**config.mk**
```make
export PLATFORM = sky130hd
export DESIGN_NAME = apex7_state_seq
export DESIGN_NICKNAME = d
export VERILOG_FILES = /design/src/rtl/apex7_state_seq_pkg.sv /design/src/rtl/apex7_state_seq_trace_fifo.sv /design/src/rtl/apex7_state_seq.sv
export SDC_FILE = /design/constraint.sdc
export NUM_CORES = 1
export LEC_CHECK = 0
export CORE_ASPECT_RATIO = 2
export CORE_UTILIZATION = 65
export CTS_CLUSTER_DIAMETER = 200
export DETAILED_ROUTE_END_ITERATION = 12
export DONT_BUFFER_PORTS = 1
export PLACE_DENSITY = 0.87
export SLEW_MARGIN = 20
export SYNTH_ARGS = -nofsm -noshare
export SYNTH_HDL_FRONTEND = slang
export SYNTH_HIERARCHICAL = 1
export SYNTH_SLANG_ARGS = --single-unit
```
**constraint.sdc**
```tcl
create_clock -name clk_pad -period 2.29 [get_ports clk_pad]
set_input_delay 0.3435 -clock clk_pad [delete_from_list [all_inputs] [get_ports clk_pad]]
set_output_delay 0.3435 -clock clk_pad [all_outputs]
set_load 0.03 [all_outputs]
```
**src/rtl/apex7_state_seq_pkg.sv**
```systemverilog
// Shared types and constants for the apex7 state-register stage: FSM states,
// bit positions of every named signal in the packed state vector, reset value.
package apex7_state_pkg;

  typedef enum logic [1:0] {
    IDLE = 2'd0,
    RUN  = 2'd1,
    DONE = 2'd2
  } state_e;

  localparam int STATE_W_DEF = 35;

  // Active-high signals in alphabetical order, then the active-low group on top.
  localparam int ACCRPY_IDX  = 0;
  localparam int BULL0_IDX   = 1;
  localparam int BULL1_IDX   = 2;
  localparam int BULL2_IDX   = 3;
  localparam int BULL3_IDX   = 4;
  localparam int BULL4_IDX   = 5;
  localparam int BULL5_IDX   = 6;
  localparam int BULL6_IDX   = 7;
  localparam int COMPPAR_IDX = 8;
  localparam int DEL1_IDX    = 9;
  localparam int END_IDX     = 10;
  localparam int LSD_IDX     = 11;
  localparam int MARSSR_IDX  = 12;
  localparam int OVACC_IDX   = 13;
  localparam int PLUTO0_IDX  = 14;
  localparam int PLUTO1_IDX  = 15;
  localparam int PLUTO2_IDX  = 16;
  localparam int PLUTO3_IDX  = 17;
  localparam int PLUTO4_IDX  = 18;
  localparam int PLUTO5_IDX  = 19;
  localparam int PY_IDX      = 20;
  localparam int RATR_IDX    = 21;
  localparam int STAR0_IDX   = 22;
  localparam int STAR1_IDX   = 23;
  localparam int STAR2_IDX   = 24;
  localparam int STAR3_IDX   = 25;
  localparam int VLENESR_IDX = 26;
  localparam int VST0_IDX    = 27;
  localparam int VST1_IDX    = 28;
  localparam int VSUMESR_IDX = 29;
  localparam int WATCH_IDX   = 30;
  localparam int KBG_N_IDX   = 31;
  localparam int ORWD_N_IDX  = 32;
  localparam int OWL_N_IDX   = 33;
  localparam int VERR_N_IDX  = 34;

  // Every active-low signal starts deasserted (bit set); all others clear.
  localparam logic [STATE_W_DEF-1:0] RST_STATE_DEF =
      (35'(1) << KBG_N_IDX) | (35'(1) << ORWD_N_IDX) |
      (35'(1) << OWL_N_IDX) | (35'(1) << VERR_N_IDX);

endpackage

```
**src/rtl/apex7_state_seq_trace_fifo.sv**
```systemverilog
// Circular trace buffer with first-word fall-through; a push into a full
// buffer overwrites the oldest entry so pushes never stall.
module apex7_trace_fifo #(
  parameter int W     = 35,
  parameter int DEPTH = 4
) (
  input  logic         clk_pad,
  input  logic         rst_n_pad,
  input  logic         clear_i,
  input  logic         push_i,
  input  logic [W-1:0] push_data_i,
  input  logic         pop_i,
  output logic         valid_o,
  output logic [W-1:0] data_o
);

  localparam int AW = $clog2(DEPTH);

  logic [W-1:0]  r_mem [DEPTH];
  logic [AW-1:0] r_wr;
  logic [AW-1:0] r_rd;
  logic [AW:0]   r_count;

  logic w_pop;
  logic w_drop;
  logic w_full;

  assign w_full  = (r_count == (AW+1)'(DEPTH));
  assign w_pop   = pop_i && (r_count != '0);
  assign w_drop  = push_i && w_full && !w_pop;
  assign valid_o = (r_count != '0);
  assign data_o  = r_mem[r_rd];

  // NOTE: storage has no reset; occupancy tracking alone decides what is valid.
  always_ff @(posedge clk_pad) begin
    if (push_i) r_mem[r_wr] <= push_data_i;
  end

  always_ff @(posedge clk_pad or negedge rst_n_pad) begin
    if (!rst_n_pad) begin
      r_wr    <= '0;
      r_rd    <= '0;
      r_count <= '0;
    end else if (clear_i) begin
      r_wr    <= '0;
      r_rd    <= '0;
      r_count <= '0;
    end else begin
      if (push_i)          r_wr <= r_wr + 1'b1;
      if (w_pop || w_drop) r_rd <= r_rd + 1'b1;
      unique case ({push_i, w_pop || w_drop})
        2'b10:   r_count <= r_count + 1'b1;
        2'b01:   r_count <= r_count - 1'b1;
        default: r_count <= r_count;
      endcase
    end
  end

endmodule

```
**src/rtl/apex7_state_seq.sv**
```systemverilog
// Present-state register around the apex7 next-state core with run control,
// a saturating step counter and change flag. Define APEX7_STATE_SEQ_TRACE_EN
// to add a trace FIFO of pre-commit states.
module apex7_state_seq
  import apex7_state_pkg::*;
#(
  parameter int                 STATE_W   = STATE_W_DEF,
  parameter logic [STATE_W-1:0] RST_STATE = RST_STATE_DEF,
  parameter int                 MAX_STEPS = 1024,
  parameter int                 CNT_W     = 11
`ifdef APEX7_STATE_SEQ_TRACE_EN
  , parameter int               TRACE_DEPTH = 4
`endif
) (
  input  logic               clk_pad,
  input  logic               rst_n_pad,
  input  logic               start_i,
  input  logic               clear_i,
  input  logic               step_valid_i,
  output logic               step_ready_o,
  input  logic [STATE_W-1:0] ns_i,
  output logic [STATE_W-1:0] ps_o,
  output logic [CNT_W-1:0]   step_cnt_o,
  output logic               done_o,
  output logic               changed_o
`ifdef APEX7_STATE_SEQ_TRACE_EN
  , input  logic               trace_pop_i,
  output logic               trace_valid_o,
  output logic [STATE_W-1:0] trace_data_o
`endif
);

  state_e             r_state;
  logic [STATE_W-1:0] r_ps;
  logic [CNT_W-1:0]   r_cnt;
  logic               r_done;
  logic               r_changed;
  logic               w_commit;

  assign step_ready_o = (r_state == RUN);
  assign w_commit     = step_ready_o && step_valid_i;

  assign ps_o       = r_ps;
  assign step_cnt_o = r_cnt;
  assign done_o     = r_done;
  assign changed_o  = r_changed;

  // NOTE: all state uses non-blocking assignments so every register samples pre-edge values.
  always_ff @(posedge clk_pad or negedge rst_n_pad) begin
    if (!rst_n_pad) begin
      r_state   <= IDLE;
      r_ps      <= RST_STATE;
      r_cnt     <= '0;
      r_done    <= 1'b0;
      r_changed <= 1'b0;
    end else if (clear_i) begin
      r_state   <= IDLE;
      r_ps      <= RST_STATE;
      r_cnt     <= '0;
      r_done    <= 1'b0;
      r_changed <= 1'b0;
    end else begin
      r_changed <= 1'b0;
      unique case (r_state)
        IDLE: if (start_i) r_state <= RUN;
        RUN: begin
          // ns_i is only looked at here, so an unknown value outside a commit is harmless.
          if (step_valid_i) begin
            r_ps      <= ns_i;
            r_cnt     <= r_cnt + 1'b1;
            r_changed <= (ns_i != r_ps);
            if (r_cnt == CNT_W'(MAX_STEPS - 1)) begin
              r_state <= DONE;
              r_done  <= 1'b1;
            end
          end
        end
        DONE:    r_state <= DONE;
        default: r_state <= IDLE;
      endcase
    end
  end

`ifdef APEX7_STATE_SEQ_TRACE_EN
  apex7_trace_fifo #(
    .W     (STATE_W),
    .DEPTH (TRACE_DEPTH)
  ) u_trace (
    .clk_pad     (clk_pad),
    .rst_n_pad   (rst_n_pad),
    .clear_i     (clear_i),
    .push_i      (w_commit && !clear_i),
    .push_data_i (r_ps),
    .pop_i       (trace_pop_i),
    .valid_o     (trace_valid_o),
    .data_o      (trace_data_o)
  );
`endif

endmodule

```
---- Word-level counts from Yosys, hierarchy flattened ----
Index checks and enable logic that the tools add are counted.
word-level totals
  bits in registers ....................... 50
  input port bits ......................... 40
  output and inout bits ................... 49
  logic and storage cells ................. 38
operators by class
  add/sub/neg operators ................... 1
  equal/unequal tests ..................... 7
  muxes and demuxes ....................... 18
  reduce and logical (&&, ||, !) cells .... 7
operators by type and width
  kind                   count
  $mux 35                3
  $ne 35x35->1           1
  $mux 11                3
  $add 11x1->11 const B  1
  $eq 11x10->1 const B   1
  $mux 2                 4
  $mux 1                 7
  $ne 3x3->1 const B     2
  $pmux 2 s3             1
  $reduce_and 3->1       2
  $reduce_bool 2->1      3
  $ne 3x2->1 const B     1
  $eq 2x1->1 const B     1
  $eq 2x2->1 const B     1
  $logic_not 2->1        1
  $reduce_and 2->1       1

---- Logic depth before layout (Yosys ltp) ----
Gate-level depths: netlist (run 1).
  depth in word-level cells ............... 5
  depth in mapped cells ................... 7
  mapped depth without buffers ............ 6

---- Least setup slack after synthesis (run 1) ----
No wires, ideal clock.
  path type ............................... reg-to-reg
  start point ............................. reg r_state[1]
  end point ............................... reg r_cnt[6], in the netlist step_cnt_o[6]
  library setup time ...................... 78 ps
  arrival ................................. 1709 ps
  required time ........................... 2212 ps
  setup slack ............................. 503 ps
  cell stages (with the launch flop) ...... 6
  buffers on the path ..................... 0
  clock period less this slack ............ 1787 ps
  path through ............................ dfrtp_1 inv_1 ha_1 nand3_1 or3_2 a21oi_1
on the way
  word-level cells in the longest chain between the ends .. 3
ends and longest elaborated chain
  element                             RTL line               source
  start: declaration                  apex7_state_seq.sv:33  state_e r_state;
  start signal: assignment            apex7_state_seq.sv:51  r_state <= IDLE;
  start signal: assignment            apex7_state_seq.sv:57  r_state <= IDLE;
  start signal: assignment            apex7_state_seq.sv:65  IDLE: if (start_i) r_state <= RUN;
  $eq 2x1->1                          -
  via step_ready_o                    apex7_state_seq.sv:20  output logic step_ready_o,
  $reduce_bool 2->1 (no source line)  -
  $reduce_and 2->1 (no source line)   -
  end signal: assignment              apex7_state_seq.sv:70  r_cnt <= r_cnt + 1'b1;
  end: declaration                    apex7_state_seq.sv:35  logic [CNT_W-1:0] r_cnt;
The timed path passes the listed nets, and every way through them passes these cells.
A chain may end at the register's enable or synchronous reset.

---- Worst setup path after layout (run 1) ----
  start point ............................. reg r_state[1]
  end point ............................... reg r_cnt[9], in the netlist step_cnt_o[9]
on the way
  word-level cells in the longest chain between the ends .. 3
ends and longest elaborated chain
  element                             RTL line               source
  $eq 2x1->1                          apex7_state_seq.sv:64  unique case (r_state)
  $reduce_bool 2->1 (no source line)  -
  $reduce_and 2->1 (no source line)   -
Every way passes these cells.

==> results of run 1 <==
==> cell families after synthesis <==
logic type	after synthesis
and+or+nand+nor	118
DFF	50
xor gates and xnor gates	43
AOI/OAI and AO/OA	40
buffers and inverters	20
adders and majority gates	4
muxes	2
==> how the worst min path moves through the flow <==
| stage | from | endpoint | slack [ns] | cells past startpoint |
|---|---|---|---|---|
| CTS | clear_i | ps_o[23] | 0.1 | 1 |
| floorplan | rst_n_pad | changed_o | 0.05 | 0 |
| detailed placement | rst_n_pad | ps_o[20] | 0.05 | 0 |
| finish | clear_i | ps_o[23] | 0.11 | 1 |
| global route | clear_i | ps_o[23] | 0.08 | 1 |
| global placement | rst_n_pad | ps_o[27] | 0.05 | 0 |
==> where the power goes <==
group	switching, uW	internal, uW	leakage [uW]
logic	332	242	0.000394
clock network	272	244	0.0000482
registers	289	999	0.000677
total	893	1490	0.00112
==> cell type report <==
cell class / instances / share of cell area [%]
Clock inverter: 1 / 0.182
Clock buffer: 7 / 3.13
Inverter: 6 / 0.818
Multi-Input combinational cell: 207 / 44.5
Tap cell: 49 / 2.23
Timing Repair Buffer: 10 / 3.54
Sequential cell: 50 / 45.6
==> layout by cell type, fill, tap and decap left out, types with 2 or more instances in the layout <==
| master | count |
|---|---|
| nand3b_1 | 4 |
| mux2i_1 | 2 |
| nor4_1 | 4 |
| nand2_1 | 77 |
| a21oi_1 | 35 |
| clkbuf_8 | 6 |
| nor2_1 | 9 |
| o21ai_0 | 2 |
| xnor2_1 | 37 |
| ha_1 | 4 |
| nand4_1 | 9 |
| dfrtp_1 | 46 |
| nand2b_1 | 4 |
| dfstp_2 | 4 |
| inv_1 | 6 |
| buf_4 | 8 |
| nand3_1 | 2 |
| xor2_1 | 6 |
| nor3_1 | 2 |
==> metal layers <==
layer | vias to the layer above | part of all wire, %
li1 | 913 | -
met1 | 945 | 36
met2 | 73 | 56
met3 | 15 | 5.3
met4 | 0 | 2.8
met5 | - | 0
==> through the flow <==
step,cells,hold WS [ns]
6_report,330,0.106
5_1_grt,330,0.0838
4_1_cts,330,0.0961
3_3_place_gp,320,0.0488
3_5_place_dp,320,0.0489
2_1_floorplan,277,0.0479
==> critical path: cells and delay by family, from the launching register on <==
| family | cells | cell delay, ns |
|---|---|---|
| adder cells (fa/ha/maj) | 1 | 0.18 |
| AND/OR/NAND/NOR | 3 | 0.59 |
| XOR/XNOR | 1 | 0.17 |
| buffers and inverters | 2 | 0.30 |
| flip-flops | 1 | 0.39 |
==> sequential cells by signal, summed over array words and instances (netlist names) <==
name / flops
ps_o: 35
step_cnt_o: 11
r_state: 2
changed_o: 1
done_o: 1
==> what timing repair did <==
action	in CTS	in global routing
setup buffers	0	0
endpoints found under the setup margin	0	0
hold buffers	2	0
hold endpoints to repair	50	0
==> metrics.md, run 1 <==
| Metric | Value |
|---|---|
| Outcome | finished clean |
| Syn_nets | 321 |
| Synth async-reset ratio | 100% |
| Number of synthesized flops with an enable pin | 0 |
| Post-route ant nets | 0 |
| Area Growth Syn to Fin | 7.58% |
| Die Area | between 4000 and 5000 um2 |
| Post-Syn Instances | 277 |
| Rel. slew slack | 68.3% |
| Synth Warn # | 6 |
| Largest net degree at the start of global routing | 53 |
| RSZ-0062 raised after global routing | no |
| Slowest stage cell, crit path | dfrtp_1 |
| Antenna violations before repair | 0 |
| Row cnt | 31 |
| H-tree level count | 2 |
| Final worst slack | 0.565 ns |
| Resized Gates After CTS | 0 |
| Fillers | roughly 270 |
| CTS Buf Count | 5 |
| Adder-cell share of the synthesized area | 1.96% |
| Final hold violation count | 0 |
| Compound-Gate Fraction of Synth Area | 8.55% |
| Antenna cell count | 0 |
| DR WL/cell | 16.8 um |
| DRC viols | 0 |
| Syn Std Cell Area | 2560 um2 |
| Clock Tree Buf Depth | 2 |
| Synth unique cells | 30 |
| Endpoint type of the worst setup path | register |
| Drt pass-1 iters | 4 |
| CTS tree | yes |
| Power Density | 864 nW/um2 |
| Share of layout cells above drive strength 1 | 8.54% |
| Sequential-to-total area share from yosys stat | between 40% and 50% |
| Routed vias | 1946 |
| Worst EP arrival | approximately 1.9 ns |
| Final period util | 75.3% |
| IO Port Bufs | 0 |
| Io pins | 89 |
| CP startpoint | r_state[1] |
| GR peak layer | met2 |
| Clock root buffer | clkbuf_8 |
| Largest family of logic cells by synthesized area | simple AND/OR/NAND/NOR gates |
| Met2 Usage GRT | 49.1% |
| Worst VDD drop | 0.659 mV |
| Commonest cells post-synth | nand2_1, dfrtp_1, xnor2_1 |
| Drt first-iter violations | 31 |
| #FFs+latches synth | 50 |
| Synth Flop Type | dfrtp_1 |
| Hpwl dp | between 3000 and 4000 um |
| Vias in the first global route | 1994 |
| DR vias/cell | just under 6 |
| Placed Area | 2630 um2 |
| Cells along the critical path | inv_1 -> ha_1 -> buf_4 -> nand2_1 -> nor4_1 -> xnor2_1 -> nor2_1 |
| Final GP Congestion | 0.782 |
| Simple-gate portion of the synthesized area | 21.8% |
| First-pass GRT wire length | 8960 um |
| Worst-margin pin slew | about 0.47 ns |
| Final WL | 5530 um |
| Register-to-Register Path Depth | 7 |
| Worst path required time | 2.47 ns |
| Max-cap violations | 0 |
| HP Class | in -> reg |
| Yosys top cell by area | dfrtp_1 |
| Critical path fanouts, max | 5 |
| Die height | 90.8 um |
| Worst slack at placement | 0.577 ns |
| R2R Path End | step_cnt_o[9] |
| Leakage | ~0.0011 uW |
| Final nets | 324 |
| Max Transition Viols Final | 0 |
| Grt met1 use | 32.2% |
| Initial core utilization | 69.5% |
| Post-route cell area | 2750 um2 |
| Core Area | 3680 um2 |
| Final setup viols | 0 |
| Worst flop-to-flop path startpoint | r_state[1] |
| Setup TNS | 0 ns |
| Tmin final | 1.72 ns |
| GRT Overall Usage | between 20% and 30% |
| Multiplexer share of the synthesized area | 0.782% |
| Final Skew | slightly above 0.006 ns |
| Critical Path Source Type | register |
| Syn Area/Cell | 9.24 um2 |
| Tot Pwr | 2380 uW |
| Reg2reg setup slack | 0.57 ns |
| Die Wd | 46.4 um |
| Clk slew on worst S/H paths | 0.09 ns |
| Multi-input logic area | ~1200 um2 |
| Worst skew pair latency | 0.29 ns |
| Max Clock Freq | 580 MHz |
| Count leader, synth | nand2_1 |
| Ranking of synthesized cells by area | dfrtp_1, xnor2_1, nand2_1, a21oi_1, dfstp_2 |
| Crit Path Class | reg -> reg |
| Post-synth top area share | roughly 45% |
| Synth Area in XOR/XNOR | between 10% and 20% |
| Register area | 1260 um2 |
| Met3 Track Usage GR | 5.20% |
| CP Capture Point | step_cnt_o[9] |
| Gr ovfl total | 0 |
| Clock sink total | 50 |
| Finished Core Util | 74.7% |
| Worst path max stage delay | between 0.3 and 0.4 ns |
Power figures use the tool's default switching activity.
==> run 2, diff against run 1 <==
--- a/config.mk
+++ b/config.mk
@@ -6,11 +6,11 @@
 export NUM_CORES = 1
 export LEC_CHECK = 0
 export CORE_ASPECT_RATIO = 2
-export CORE_UTILIZATION = 65
+export CORE_UTILIZATION = 63
 export CTS_CLUSTER_DIAMETER = 200
 export DETAILED_ROUTE_END_ITERATION = 12
 export DONT_BUFFER_PORTS = 1
-export PLACE_DENSITY = 0.87
+export PLACE_DENSITY = 0.85
 export SLEW_MARGIN = 20
 export SYNTH_ARGS = -nofsm -noshare
 export SYNTH_HDL_FRONTEND = slang
==> constraint.sdc (replaced) <==
create_clock -name clk_pad -period 1.75 [get_ports clk_pad]
set_input_delay 0.2625 -clock clk_pad [delete_from_list [all_inputs] [get_ports clk_pad]]
set_output_delay 0.2625 -clock clk_pad [all_outputs]
set_load 0.03 [all_outputs]
==> metrics.md, run 2 (same netlist as run 1, synthesis figures left out) <==
| Metric | Value |
|---|---|
| Rel. slew slack | 74.0% |
| Critical Path Source Type | register |
| Final period util | 92.2% |
| Clock Tree Buf Depth | 2 |
| RSZ-0062 raised after global routing | no |
| DR vias/cell | ~5.6 |
| Most frequent cells in the layout | nand2_1, dfrtp_1, xnor2_1 |
| Power Density | 1080 nW/um2 |
| HP Class | in -> reg |
| Max Clock Freq | around 620 MHz |
| Largest register FFs | 35 |
| Hpwl dp | 4070 um |
| IO Port Bufs | 0 |
| Fillers | 292 |
| Final setup viols | 0 |
| Setup TNS | 0 ns |
| DR WL/cell | 16.1 um |
| Commonest non-fill, non-tap cell in the layout | nand2_1 |
| Multi-input logic area | 1230 um2 |
| Final nets | 343 |
| First-pass GRT wire length | between 8000 and 9000 um |
| Leakage | 0.00121 uW |
| Max Transition Viols Final | 0 |
| Antenna violations before repair | 0 |
| Share of layout cells above drive strength 1 | 14.4% |
| Tmin final | 1.61 ns |
| Core Area | between 3000 and 4000 um2 |
| Initial core utilization | 65.9% |
| Worst EP arrival | around 1.8 ns |
| Die Wd | 47.1 um |
| Final WL | 5620 um |
| DRC viols | 0 |
| Drt first-iter violations | 57 |
| Die height | approximately 92 um |
| H-tree level count | 2 |
| Largest net degree at the start of global routing | 53 |
| Clock root buffer | clkbuf_8 |
| Post-CTS setup buffer count | 0 |
| Worst skew pair latency | between 0.2 and 0.3 ns |
| Worst VDD drop | 0.815 mV |
| Register area | roughly 1300 um2 |
| Final hold violation count | 0 |
| Row cnt | 32 |
| Worst-margin pin slew | 0.391 ns |
| Max-cap violations | 0 |
| Routed vias | ~2000 |
| Drt pass-1 iters | 4 |
| Final Skew | 0.00298 ns |
| Worst path required time | 1.97 ns |
| Die Area | 4340 um2 |
| Antenna cell count | 0 |
| Post-route ant nets | 0 |
| Tot Pwr | 3120 uW |
| Clock sink total | 50 |
| Gr ovfl total | 0 |
| Outcome | finished clean |
| Area Growth Syn to Fin | 13.4% |
| Final GP Congestion | between 0.7 and 0.8 |
| Crit Path Class | reg -> reg |
| CTS Buf Count | 5 |
| Critical path fanouts, max | 4 |
| Io pins | just under 90 |
| Clk slew on worst S/H paths | 0.08 ns |
| Vias in the first global route | 1919 |
| Endpoint type of the worst setup path | register |
| CTS tree | yes |
| GRT Overall Usage | 27.8% |
==> run 2: cell types whose count changed in the layout (fill, tap and decap cells not counted) <==
cell      change
clkbuf_8      -1
ha_2          +1
nand3_2       +1
buf_4        +18
nand3_1       -1
buf_12        +1
clkinv_2      -1
ha_1          -1
clkbuf_1      +1
==> run 2: cell type report <==
type / instances / share of cell area (%)
flip-flops and latches: 50 / 43.3
multi-input cells: 207 / 42.4
clock buffers: 7 / 2.63
well taps: 51 / 2.20
inverters: 6 / 0.776
repair buffers: 29 / 8.70
==> run 2: final timing paths <==
check,from,end,slack [ns],cells past startpoint
setup / recovery,r_state[1],step_cnt_o[5],0.14,7
hold / removal,clear_i,ps_o[11],0.03,1
setup reg to reg,r_state[1],step_cnt_o[5],0.14,7
hold reg to reg,r_state[1],r_state[1],0.56,2
max in group asynchronous,rst_n_pad,ps_o[31],1.00,2
min in group asynchronous,rst_n_pad,ps_o[25],0.48,2
==> run 2: per-stage QoR <==
| stage | cell area (um2) | setup slack, ns | instances | hold slack, ns | util [%] |
|---|---|---|---|---|---|
| 6_report | 2900 | 0.136 | 350 | 0.0272 | 74.8 |
| 5_1_grt | 2900 | 0.0331 | 350 | 0.00567 | 74.8 |
| 4_1_cts | 2900 | 0.112 | 350 | 0.0113 | 74.6 |
| 3_5_place_dp | 2790 | 0.142 | 341 | -0.0322 | 71.7 |
| 3_3_place_gp | 2790 | 0.214 | 341 | -0.0320 | 71.7 |
| 2_1_floorplan | 2560 | 0.0998 | 277 | -0.0331 | - |
==> run 2: what timing repair did <==
item,CTS,global route
resized for setup,0,1
endpoints found under the hold margin,50,0
hold buffers,2,0
endpoints found under the setup margin,0,2
==> run 2: where the power goes <==
group	total, uW	switching (uW)	internal [uW]
Sequential	1600	292	1310
Combinational	906	529	377
Clock	618	342	276
==> run 2: critical path, stage by stage, from the launching register on <==
cell	delay, ns
dfrtp_1	0.39
inv_1	0.10
ha_2	0.23
buf_4	0.18
and4_1	0.25
nand4_1	0.13
xor2_1	0.16
nor2_1	0.10
==> run 2: per-layer routing <==
metal / vias up / share of wire [%] / wire [um] / track usage [%]
met1: 937 / 36 / 2020 / 30.9
met3: 6 / 6.3 / 352 / 6.50
met2: 74 / 56 / 3170 / 47.9
li1: 950 / - / - / -
met4: 0 / 1.3 / 74 / 11.2
met5: - / 0 / 0 / 0
